==> config.mk <==
export PLATFORM = sky130hd
export DESIGN_NAME = game_sequencer
export DESIGN_NICKNAME = d
export VERILOG_FILES = /design/src/rtl/reversi_pkg.sv /design/src/rtl/key_edge_sync.sv /design/src/rtl/game_sequencer.sv
export SDC_FILE = /design/constraint.sdc
export NUM_CORES = 1
export LEC_CHECK = 0
export CAP_MARGIN = 10
export CELL_PAD_IN_SITES_DETAIL_PLACEMENT = 0
export CELL_PAD_IN_SITES_GLOBAL_PLACEMENT = 1
export CORE_MARGIN = 4
export CORE_UTILIZATION = 54
export DETAILED_ROUTE_END_ITERATION = 8
export DONT_BUFFER_PORTS = 1
export PLACE_DENSITY_LB_ADDON = 0.1
export SYNTH_ARGS = -nofsm -noshare
export SYNTH_HDL_FRONTEND = slang
export SYNTH_SLANG_ARGS = --single-unit
==> constraint.sdc <==
create_clock -name clk -period 5.07 [get_ports clk]
set_input_delay 0.7605 -clock clk [delete_from_list [all_inputs] [get_ports clk]]
set_output_delay 0.7605 -clock clk [all_outputs]
set_load 0.01 [all_outputs]
==> src/rtl/reversi_pkg.sv <==
// +-------------------------------------------------------------------------+
// | reversi_pkg : shared state encoding, player and key/enable indices      |
// | Rev 1.0                                                                 |
// +-------------------------------------------------------------------------+
`default_nettype none

package reversi_pkg;

  typedef enum logic [3:0] {
    S_RESET        = 4'd0,
    S_DRAW_BOARD   = 4'd1,
    S_DRAW_INIT    = 4'd2,
    S_HIGHLIGHT    = 4'd3,
    S_IDLE         = 4'd4,
    S_MOVE         = 4'd5,
    S_CHECK        = 4'd6,
    S_PLACE        = 4'd7,
    S_FLIP         = 4'd8,
    S_SCORE        = 4'd9,
    S_HAS_TURN_OPP = 4'd10,
    S_SWITCH       = 4'd11,
    S_HAS_TURN_CUR = 4'd12,
    S_END          = 4'd13,
    S_OVER         = 4'd14
  } state_e;

  localparam logic PLAYER_BLACK = 1'b0;
  localparam logic PLAYER_WHITE = 1'b1;

  localparam int NUM_KEYS  = 5;
  localparam int KEY_ENTER = 0;
  localparam int KEY_RIGHT = 1;
  localparam int KEY_LEFT  = 2;
  localparam int KEY_UP    = 3;
  localparam int KEY_DOWN  = 4;

  // Bits 0..9 are the mutually exclusive stage enables; 10..11 qualify has_turn.
  localparam int NUM_EN        = 12;
  localparam int EN_DRAW_BOARD = 0;
  localparam int EN_DRAW_INIT  = 1;
  localparam int EN_HIGHLIGHT  = 2;
  localparam int EN_CHECK      = 3;
  localparam int EN_PLACE      = 4;
  localparam int EN_FLIP       = 5;
  localparam int EN_SCORE      = 6;
  localparam int EN_HAS_TURN   = 7;
  localparam int EN_TURN_MGR   = 8;
  localparam int EN_REMOVE_HL  = 9;
  localparam int EN_DET_OPP    = 10;
  localparam int EN_DET_CUR    = 11;

  function automatic logic [NUM_EN-1:0] stage_enables(input state_e s);
    logic [NUM_EN-1:0] en;
    en = '0;
    case (s)
      S_DRAW_BOARD:   en[EN_DRAW_BOARD] = 1'b1;
      S_DRAW_INIT:    en[EN_DRAW_INIT]  = 1'b1;
      S_HIGHLIGHT:    en[EN_HIGHLIGHT]  = 1'b1;
      S_CHECK:        en[EN_CHECK]      = 1'b1;
      S_PLACE:        en[EN_PLACE]      = 1'b1;
      S_FLIP:         en[EN_FLIP]       = 1'b1;
      S_SCORE:        en[EN_SCORE]      = 1'b1;
      S_HAS_TURN_OPP: begin
        en[EN_HAS_TURN] = 1'b1;
        en[EN_DET_OPP]  = 1'b1;
      end
      S_SWITCH:       en[EN_TURN_MGR]   = 1'b1;
      S_HAS_TURN_CUR: begin
        en[EN_HAS_TURN] = 1'b1;
        en[EN_DET_CUR]  = 1'b1;
      end
      S_END:          en[EN_REMOVE_HL]  = 1'b1;
      default:        en = '0;
    endcase
    return en;
  endfunction

endpackage

`default_nettype wire

==> src/rtl/key_edge_sync.sv <==
// +-------------------------------------------------------------------------+
// | key_edge_sync : multi-stage synchroniser plus rising-edge pulse per key |
// | Rev 1.0                                                                 |
// +-------------------------------------------------------------------------+
`default_nettype none

module key_edge_sync
  import reversi_pkg::*;
#(
  parameter int SYNC_STAGES = 2
) (
  input  logic                clk_i,
  input  logic                rst_ni,
  input  logic [NUM_KEYS-1:0] keys_i,
  output logic [NUM_KEYS-1:0] edges_o
);

  logic [NUM_KEYS-1:0] sync_q [SYNC_STAGES];
  logic [NUM_KEYS-1:0] prev_q;

  always_ff @(posedge clk_i or negedge rst_ni) begin
    if (!rst_ni) begin
      for (int i = 0; i < SYNC_STAGES; i++) sync_q[i] <= '0;
      prev_q <= '0;
    end else begin
      sync_q[0] <= keys_i;
      for (int i = 1; i < SYNC_STAGES; i++) sync_q[i] <= sync_q[i-1];
      prev_q <= sync_q[SYNC_STAGES-1];
    end
  end

  assign edges_o = sync_q[SYNC_STAGES-1] & ~prev_q;

endmodule

`default_nettype wire

==> src/rtl/game_sequencer.sv <==
// +-------------------------------------------------------------------------+
// | game_sequencer : Reversi top-level controller FSM with stage watchdog   |
// | Rev 1.0                                                                 |
// +-------------------------------------------------------------------------+
`default_nettype none

module game_sequencer
  import reversi_pkg::*;
#(
  parameter int TIMEOUT_W   = 20,
  parameter int SYNC_STAGES = 2
) (
  input  logic clk,
  input  logic resetn,
  input  logic key_enter,
  input  logic key_right,
  input  logic key_left,
  input  logic key_up,
  input  logic key_down,
  input  logic go,
  input  logic valid_move,
  input  logic has_turn,
  output logic write_en,
  output logic draw_board_en,
  output logic draw_initial_pieces_en,
  output logic move_highlight_en,
  output logic check_valid_move_en,
  output logic place_en,
  output logic flip_en,
  output logic score_en,
  output logic has_turn_en,
  output logic turn_manager_en,
  output logic remove_highlight_en,
  output logic move_right_en,
  output logic move_left_en,
  output logic move_up_en,
  output logic move_down_en,
  output logic determine_opponent,
  output logic determine_current,
  output logic current_player,
  output logic invalid_move,
  output logic game_over,
  output logic timeout_err
);

  localparam logic [TIMEOUT_W-1:0] WDOG_MAX = '1;

  state_e               state_q, state_d;
  logic [NUM_EN-1:0]    en_q, en_d, cur_en;
  logic [3:0]           dir_q, dir_d, move_q, move_d;
  logic [TIMEOUT_W-1:0] wdog_q, wdog_d;
  logic                 player_q, player_d;
  logic                 invalid_q, invalid_d;
  logic                 over_q, over_d;
  logic                 tout_q, tout_d;
  logic [NUM_KEYS-1:0]  keys_raw, key_edge;
  logic                 in_stage;

  assign keys_raw[KEY_ENTER] = key_enter;
  assign keys_raw[KEY_RIGHT] = key_right;
  assign keys_raw[KEY_LEFT]  = key_left;
  assign keys_raw[KEY_UP]    = key_up;
  assign keys_raw[KEY_DOWN]  = key_down;

  key_edge_sync #(.SYNC_STAGES(SYNC_STAGES)) u_key_edge_sync (
    .clk_i  (clk),
    .rst_ni (resetn),
    .keys_i (keys_raw),
    .edges_o(key_edge)
  );

  assign cur_en   = stage_enables(state_q);
  assign in_stage = |cur_en[EN_REMOVE_HL:EN_DRAW_BOARD];

  always_comb begin
    state_d   = state_q;
    dir_d     = dir_q;
    move_d    = '0;
    player_d  = player_q;
    invalid_d = 1'b0;
    over_d    = over_q;
    tout_d    = tout_q;

    case (state_q)
      S_RESET:      state_d = S_DRAW_BOARD;
      S_DRAW_BOARD: if (go) state_d = S_DRAW_INIT;
      S_DRAW_INIT:  if (go) state_d = S_HIGHLIGHT;
      S_HIGHLIGHT:  if (go) state_d = S_IDLE;
      S_IDLE: begin
        if (key_edge[KEY_ENTER]) begin
          state_d = S_CHECK;
        end else if (|key_edge[KEY_DOWN:KEY_RIGHT]) begin
          state_d = S_MOVE;
          if (key_edge[KEY_RIGHT])     dir_d = 4'b0001;
          else if (key_edge[KEY_LEFT]) dir_d = 4'b0010;
          else if (key_edge[KEY_UP])   dir_d = 4'b0100;
          else                         dir_d = 4'b1000;
        end
      end
      // First cycle issues the step, second cycle (step visible) leaves.
      S_MOVE: begin
        if (|move_q) state_d = S_HIGHLIGHT;
        else         move_d  = dir_q;
      end
      S_CHECK: begin
        if (go) begin
          if (valid_move) begin
            state_d = S_PLACE;
          end else begin
            state_d   = S_IDLE;
            invalid_d = 1'b1;
          end
        end
      end
      S_PLACE:        if (go) state_d = S_FLIP;
      S_FLIP:         if (go) state_d = S_SCORE;
      S_SCORE:        if (go) state_d = S_HAS_TURN_OPP;
      S_HAS_TURN_OPP: if (go) state_d = has_turn ? S_SWITCH : S_HAS_TURN_CUR;
      S_SWITCH: begin
        if (go) begin
          state_d  = S_HIGHLIGHT;
          player_d = (player_q == PLAYER_BLACK) ? PLAYER_WHITE : PLAYER_BLACK;
        end
      end
      S_HAS_TURN_CUR: if (go) state_d = has_turn ? S_HIGHLIGHT : S_END;
      S_END: begin
        if (go) begin
          state_d = S_OVER;
          over_d  = 1'b1;
        end
      end
      S_OVER:  state_d = S_OVER;
      default: state_d = S_RESET;
    endcase

    // A go arriving on the terminal-count cycle still wins.
    if (in_stage && !go && (wdog_q == WDOG_MAX)) begin
      state_d = S_OVER;
      tout_d  = 1'b1;
    end

    if (state_d != state_q)                    wdog_d = '0;
    else if (in_stage && (wdog_q != WDOG_MAX)) wdog_d = wdog_q + TIMEOUT_W'(1);
    else                                       wdog_d = wdog_q;

    en_d = (state_d == state_q) ? cur_en : '0;
  end

  always_ff @(posedge clk or negedge resetn) begin
    if (!resetn) begin
      state_q   <= S_RESET;
      en_q      <= '0;
      dir_q     <= '0;
      move_q    <= '0;
      wdog_q    <= '0;
      player_q  <= PLAYER_BLACK;
      invalid_q <= 1'b0;
      over_q    <= 1'b0;
      tout_q    <= 1'b0;
    end else begin
      state_q   <= state_d;
      en_q      <= en_d;
      dir_q     <= dir_d;
      move_q    <= move_d;
      wdog_q    <= wdog_d;
      player_q  <= player_d;
      invalid_q <= invalid_d;
      over_q    <= over_d;
      tout_q    <= tout_d;
    end
  end

  assign draw_board_en          = en_q[EN_DRAW_BOARD];
  assign draw_initial_pieces_en = en_q[EN_DRAW_INIT];
  assign move_highlight_en      = en_q[EN_HIGHLIGHT];
  assign check_valid_move_en    = en_q[EN_CHECK];
  assign place_en               = en_q[EN_PLACE];
  assign flip_en                = en_q[EN_FLIP];
  assign score_en               = en_q[EN_SCORE];
  assign has_turn_en            = en_q[EN_HAS_TURN];
  assign turn_manager_en        = en_q[EN_TURN_MGR];
  assign remove_highlight_en    = en_q[EN_REMOVE_HL];
  assign determine_opponent     = en_q[EN_DET_OPP];
  assign determine_current      = en_q[EN_DET_CUR];

  assign write_en = en_q[EN_DRAW_BOARD] | en_q[EN_DRAW_INIT] | en_q[EN_HIGHLIGHT] |
                    en_q[EN_PLACE] | en_q[EN_FLIP] | en_q[EN_REMOVE_HL];

  assign move_right_en  = move_q[0];
  assign move_left_en   = move_q[1];
  assign move_up_en     = move_q[2];
  assign move_down_en   = move_q[3];

  assign current_player = player_q;
  assign invalid_move   = invalid_q;
  assign game_over      = over_q;
  assign timeout_err    = tout_q;

endmodule

`default_nettype wire

# Word-level counts from Yosys, hierarchy flattened
# Index checks and enable logic that the tools add are counted.
# totals
reg_bits,63
latchBits,0
ram_bits,0
romBits,0
input_bits,10
output_inout_bits,21
elab_cells,95
mem_count,0
# classes
add_sub_neg,1
multipliers,0
div_mod_pow,0
order_cmp,0
n_eq_ne,18
n_shift,0
muxes,42
bitwise,8
n_reduce_logical,14
# ops
op,n
$mux 4,20
$pmux 4 s14,1
$mux 20,2
$eq 4x4->1 const B,7
$add 20x1->20 const B,1
$eq 20x20->1 const B,1
$ne 20x20->1 const B,1
$eq 4x3->1 const B,4
$mux 1,16
$mux 12,1
$reduce_or 10->1,1
$eq 4x2->1 const B,2
$reduce_or 4->1,2
$and 5x5->5,1
$not 5->5,1
$or 1x1->1,5
$eq 4x1->1 const B,1
$eq 4x4->1,1
$logic_not 4->1,1
$ne 4x4->1,1
$reduce_and 2->1,2
$reduce_or 2->1,2
$logic_and 1x1->1,3
$mux 3,1
5 further kinds,5

# Logic depth before layout (Yosys ltp)
# depth
depth_word,9
ltp_mapped,9
mapped_depth_nobuf,7

# By module
# A second synthesis with hierarchy kept.
# hier_totals
cells_unflattened,282
area_unflattened_um2,3042.9
# modules_own_cells
mod,n_inst,cells_each,area_each_um2,seq_area_each_um2
game_sequencer,1,262,2598.7,1201.2
key_edge_sync,1,20,444.2,375.4

# Worst setup path after synthesis
# OpenSTA, ideal clock, no wires.
# synth_path
path_kind,input port to flip-flop
from,in go
to,reg en_q[3]
arrival_time_ns,2.173
required_ns,4.974
slack_ns,2.801
cell_stages,7
n_path_buf,1
cell_sequence,inv_1 o311ai_0 nand3_1 or3b_4 xnor2_4 buf_8 nor4_2
# synth_between
elab_chain_cells,6
word_cells_on_any_way,17
cone_classes,eq/ne (1); mux (13); reduce/logical (3)
# synth_lines
element,line_no,text
start: declaration,game_sequencer.sv:20,"input logic go,"
"parallel branches: the longest is 3 deep, another holds $pmux 4 s14",n/a,
$mux 4 (*),game_sequencer.sv:137,if (in_stage && !go && (wdog_q == WDOG_MAX)) begin
via state_d[1],game_sequencer.sv:48,"state_e state_q, state_d;"
$eq 4x4->1 (*),game_sequencer.sv:146,en_d = (state_d == state_q) ? cur_en : '0;
$mux 12 (*),game_sequencer.sv:146,
via en_d[3],game_sequencer.sv:49,"logic [NUM_EN-1:0] en_q, en_d, cur_en;"
end signal: assignment,game_sequencer.sv:162,en_q <= en_d;
end: declaration,game_sequencer.sv:49,
# Mark *: on every way through the listed nets, which the timed path passes.
# A chain may end at the register's enable or synchronous reset.

# Final worst setup path
# layout_path
from,reg state_q[2]
to,reg wdog_q[3]
# layout_between
elab_chain_cells,9
word_cells_on_any_way,49
cone_classes,eq/ne (15); mux (26); reduce/logical (8)
# layout_lines
element,line_no,text
start: declaration,game_sequencer.sv:48,
start signal: assignment,game_sequencer.sv:161,state_q <= state_d;
$eq 4x4->1,"reversi_pkg.sv:55, game_sequencer.sv:84",
$reduce_or 2->1 (no source line),n/a,
$mux 1,reversi_pkg.sv:55,case (s)
$reduce_or 10->1,game_sequencer.sv:73,assign in_stage = |cur_en[EN_REMOVE_HL:EN_DRAW_BOARD];
$logic_and 1x1->1 (2 in a row),game_sequencer.sv:137,
$mux 4 (*),game_sequencer.sv:137,
via state_d[1],game_sequencer.sv:48,
$ne 4x4->1 (*),game_sequencer.sv:142,if (state_d != state_q) wdog_d = '0;
$mux 20 or $reduce_bool 2->1 (tied branches),n/a,
end signal: assignment,game_sequencer.sv:165,wdog_q <= wdog_d;
end: declaration,game_sequencer.sv:51,"logic [TIMEOUT_W-1:0] wdog_q, wdog_d;"
# Mark *: on every way through the listed nets, which the timed path passes. The rest lies on a longest branch.

==> flow_summary_export.csv <==
group,metric,value,unit
cts,cts-resized-gates,0,
synth,ys_ff_latch,63,
floorplan,die_h,84.9,µm
min_path,hold_class,"input port to asynchronous set/reset pin",
timing,hold_slack,0.116,ns
synth,synth_ff_type,"dfrtp_1",
cts,clock_path_buffers,2,
critical_path,worstPathArrival,3.23,ns
final_layout,fin_util,0.604,
cts,cts_made_buffers,9,
synth,synth_nets,302,
critical_path,path_buf_inv,1,
synth,synthArstFlopShare,1.00,
routing,routed_wl,6.08,mm
floorplan,ios,31,
final_layout,syn2layout_area_growth,6.19,%
timing,tightestPinTransition,1.14,ns
final_layout,seq_area,0.00158,mm²
synth,synthMostInstantiatedCell,"dfrtp_1",
critical_path,critPathMaxFanout,27,
timing,fin_tns_setup,0,ns
cts,cts-htree-levels,3,
floorplan,initial_core_util,0.569,
routing,viasPerCell,6.14,
outcome,status,"finished, final reports clean",
timing,finalHoldViolations,0,
global_route,track_usage,0.181,
synth,syn_area,0.00319,mm²
critical_path,crit_chain,"inv_1, o311ai_0, nand3_1, or3b_4, xnor2_4, nor4_1",
power,powerDensity,282,mW/mm²
synth,yosysTopAreaCellShare,0.494,
placement,io_buffers,0,
timing,grt_setup_unrepaired,"false",
cts,cts_tree,"yes",
synth,synth_common_cells,"63 x dfrtp_1, 18 x nand2_1, 16 x nand3_1",
floorplan,row_count,27,
placement,globalplace.congestion,0.880,
floorplan,coreArea,0.00561,mm²
critical_path,worst_setup_path_start_kind,"register",
final_layout,n_antenna_cell,0,
global_route,grt_max_degree,64,
cts,cts_hold_buffers,0,
cts,clk_pin_slew,0.07,ns
critical_path,crit_family,"XOR/XNOR gates",
critical_path,cp_data_required_time,5.23,ns
cts,cts_sinks,63,
floorplan,dieArea,0.00720,mm²
routing,remaining_drc_errors,0,
timing,skew,0.00744,ns
critical_path,cpMaxStageDelayCell,"xnor2_4",
synth,synth_area_leader_cell,"dfrtp_1",
routing,drtAntennaViolNets,0,
routing,drtIter0Drc,215,
critical_path,slowest_delay,0.81,ns
final_layout,fill_cells,490,
global_route,grt_pass1_vias,2085,
run,maxCapViolations,0,
power,leakage,0.00154,µW
global_route,grt-ovfl-total,0,
synth,avgSynthCellArea,11.0,µm²
synth,ys_warn_count,0,
synth,synth_cell_type_count,55,
final_layout,nets,297,
timing,setup_slack,2.00,ns
routing,first_pass_iters,4,
timing,finalCriticalPeriod,3.07,ns
critical_path,worstSetupPathType,"register to register",
cts,cts_root_buf,"clkbuf_8",
routing,num_vias,2229,
synth,ys_top_cells_by_area,"dfrtp_1 49%, nor4_2 5.9%, xor2_1 2.7%",
floorplan,die_w,84.9,µm
timing,relSlewSlack,0.241,
placement,post-place-ws,2.04,ns
timing,setup_viol,0,
synth,yosysSeqAreaShare,0.494,
synth,synth-edff-count,0,
cts,post-cts-setup-buffers,0,
power,power,955,µW
placement,dpl.hpwl,4.08,mm
timing,period_share,0.606,
global_route,antenna_found_initial,0,
synth,synthCells,291,
final_layout,multi_input_area,0.00148,mm²
cts,clkLatencyLatePin,0.33,ns
critical_path,r2r_setup_slack,2.00,ns
power,peakVddDrop,0.183,mV
timing,fmax,325,MHz
timing,maxSlewViolCount,0,
final_layout,drive_gt1_frac,0.179,
routing,wl_per_cell,16.8,µm
critical_path,endpoint_kind,"register",
global_route,grt_pass1_wl,10.4,mm
worst reg2reg max path, cell delays in order (launching register included):
cell	delay (ns)
dfrtp_1	0.76
inv_1	0.23
o311ai_0	0.40
nand3_1	0.13
or3b_4	0.43
xnor2_4	0.81
nor4_1	0.14
through the flow:
stage | cell area (µm²) | std cells
6_report | 3390 | 363
5_1_grt | 3390 | 363
4_1_cts | 3390 | 363
3_5_place_dp | 3180 | 347
3_3_place_gp | 3180 | 347
2_1_floorplan | 3190 | 291
cells by family after synthesis:
family,synth area share
and+or+nand+nor,0.285
DFF,0.494
AOI/OAI and AO/OA,0.0964
buffers and inverters,0.0431
xor gates and xnor gates,0.0580
muxes,0.0200
adders and majority gates,0.00392
cell usage in the layout (no fill, tap or decap), types with 2 or more instances in the layout:
master and n:
a41o_1 2, or3_1 2, o22ai_1 2, nand4_1 6
o211a_1 3, a21oi_2 2, dfrtp_1 63, and2_1 8
a211o_1 3, a31oi_1 4, clkbuf_8 11, nand2_1 18
nand3_1 16, nor3_1 8, nor3_2 5, and4_1 4
xor2_1 10, nor4_1 12, mux2_2 3, o21ai_0 3
nor2_1 11, and4_4 2, inv_1 7, clkinv_2 2
nand2b_1 12, and3_1 4, nor2b_1 7, a21oi_1 9
mux2i_1 3, xnor2_1 8, nor4_2 15
final cells by class:
| class | count | area share |
|---|---|---|
| Inverter | 7 | 0.00775 |
| Clock buffer | 11 | 0.0447 |
| Timing Repair Buffer | 1 | 0.00221 |
| Multi-Input combinational cell | 204 | 0.437 |
| Clock inverter | 5 | 0.0166 |
| Sequential cell | 63 | 0.465 |
| Tap cell | 72 | 0.0266 |
sequential cells by signal (all words and copies together) (netlist names):
name	flops
wdog_q	20
u_key_edge_sync.sync_q	10
dir_q	4
state_q	4
u_key_edge_sync.prev_q	5
game_over	1
en_q	12
move_q	4
invalid_move	1
timeout_err	1
current_player	1
path summary, 6_finish.rpt:
kind / startpoint / end / depth (start not counted)
setup / recovery: state_q[2] / wdog_q[3] / 6
hold / removal: resetn / en_q[0] / 0
setup reg to reg: state_q[2] / wdog_q[3] / 6
hold reg to reg: u_key_edge_sync.sync_q[8] / u_key_edge_sync.sync_q[3] / 0
max in group asynchronous: resetn / wdog_q[2] / 0
min in group clk: u_key_edge_sync.sync_q[8] / u_key_edge_sync.sync_q[3] / 0
layer usage:
layer | track usage | vias up | wire, µm
li1 | - | 1064 | -
met1 | 0.264 | 1094 | 2900
met2 | 0.254 | 65 | 2760
met3 | 0.0476 | 6 | 353
met4 | 0.0763 | 0 | 68
met5 | 0 | - | 0
where the power goes:
part | internal (µW) | leakage, µW | switching [µW]
Clock | 253 | 0.000105 | 185
Combinational | 3.35 | 0.000603 | 3.91
Sequential | 509 | 0.000830 | 2.09
Power figures use the tool's default switching activity.
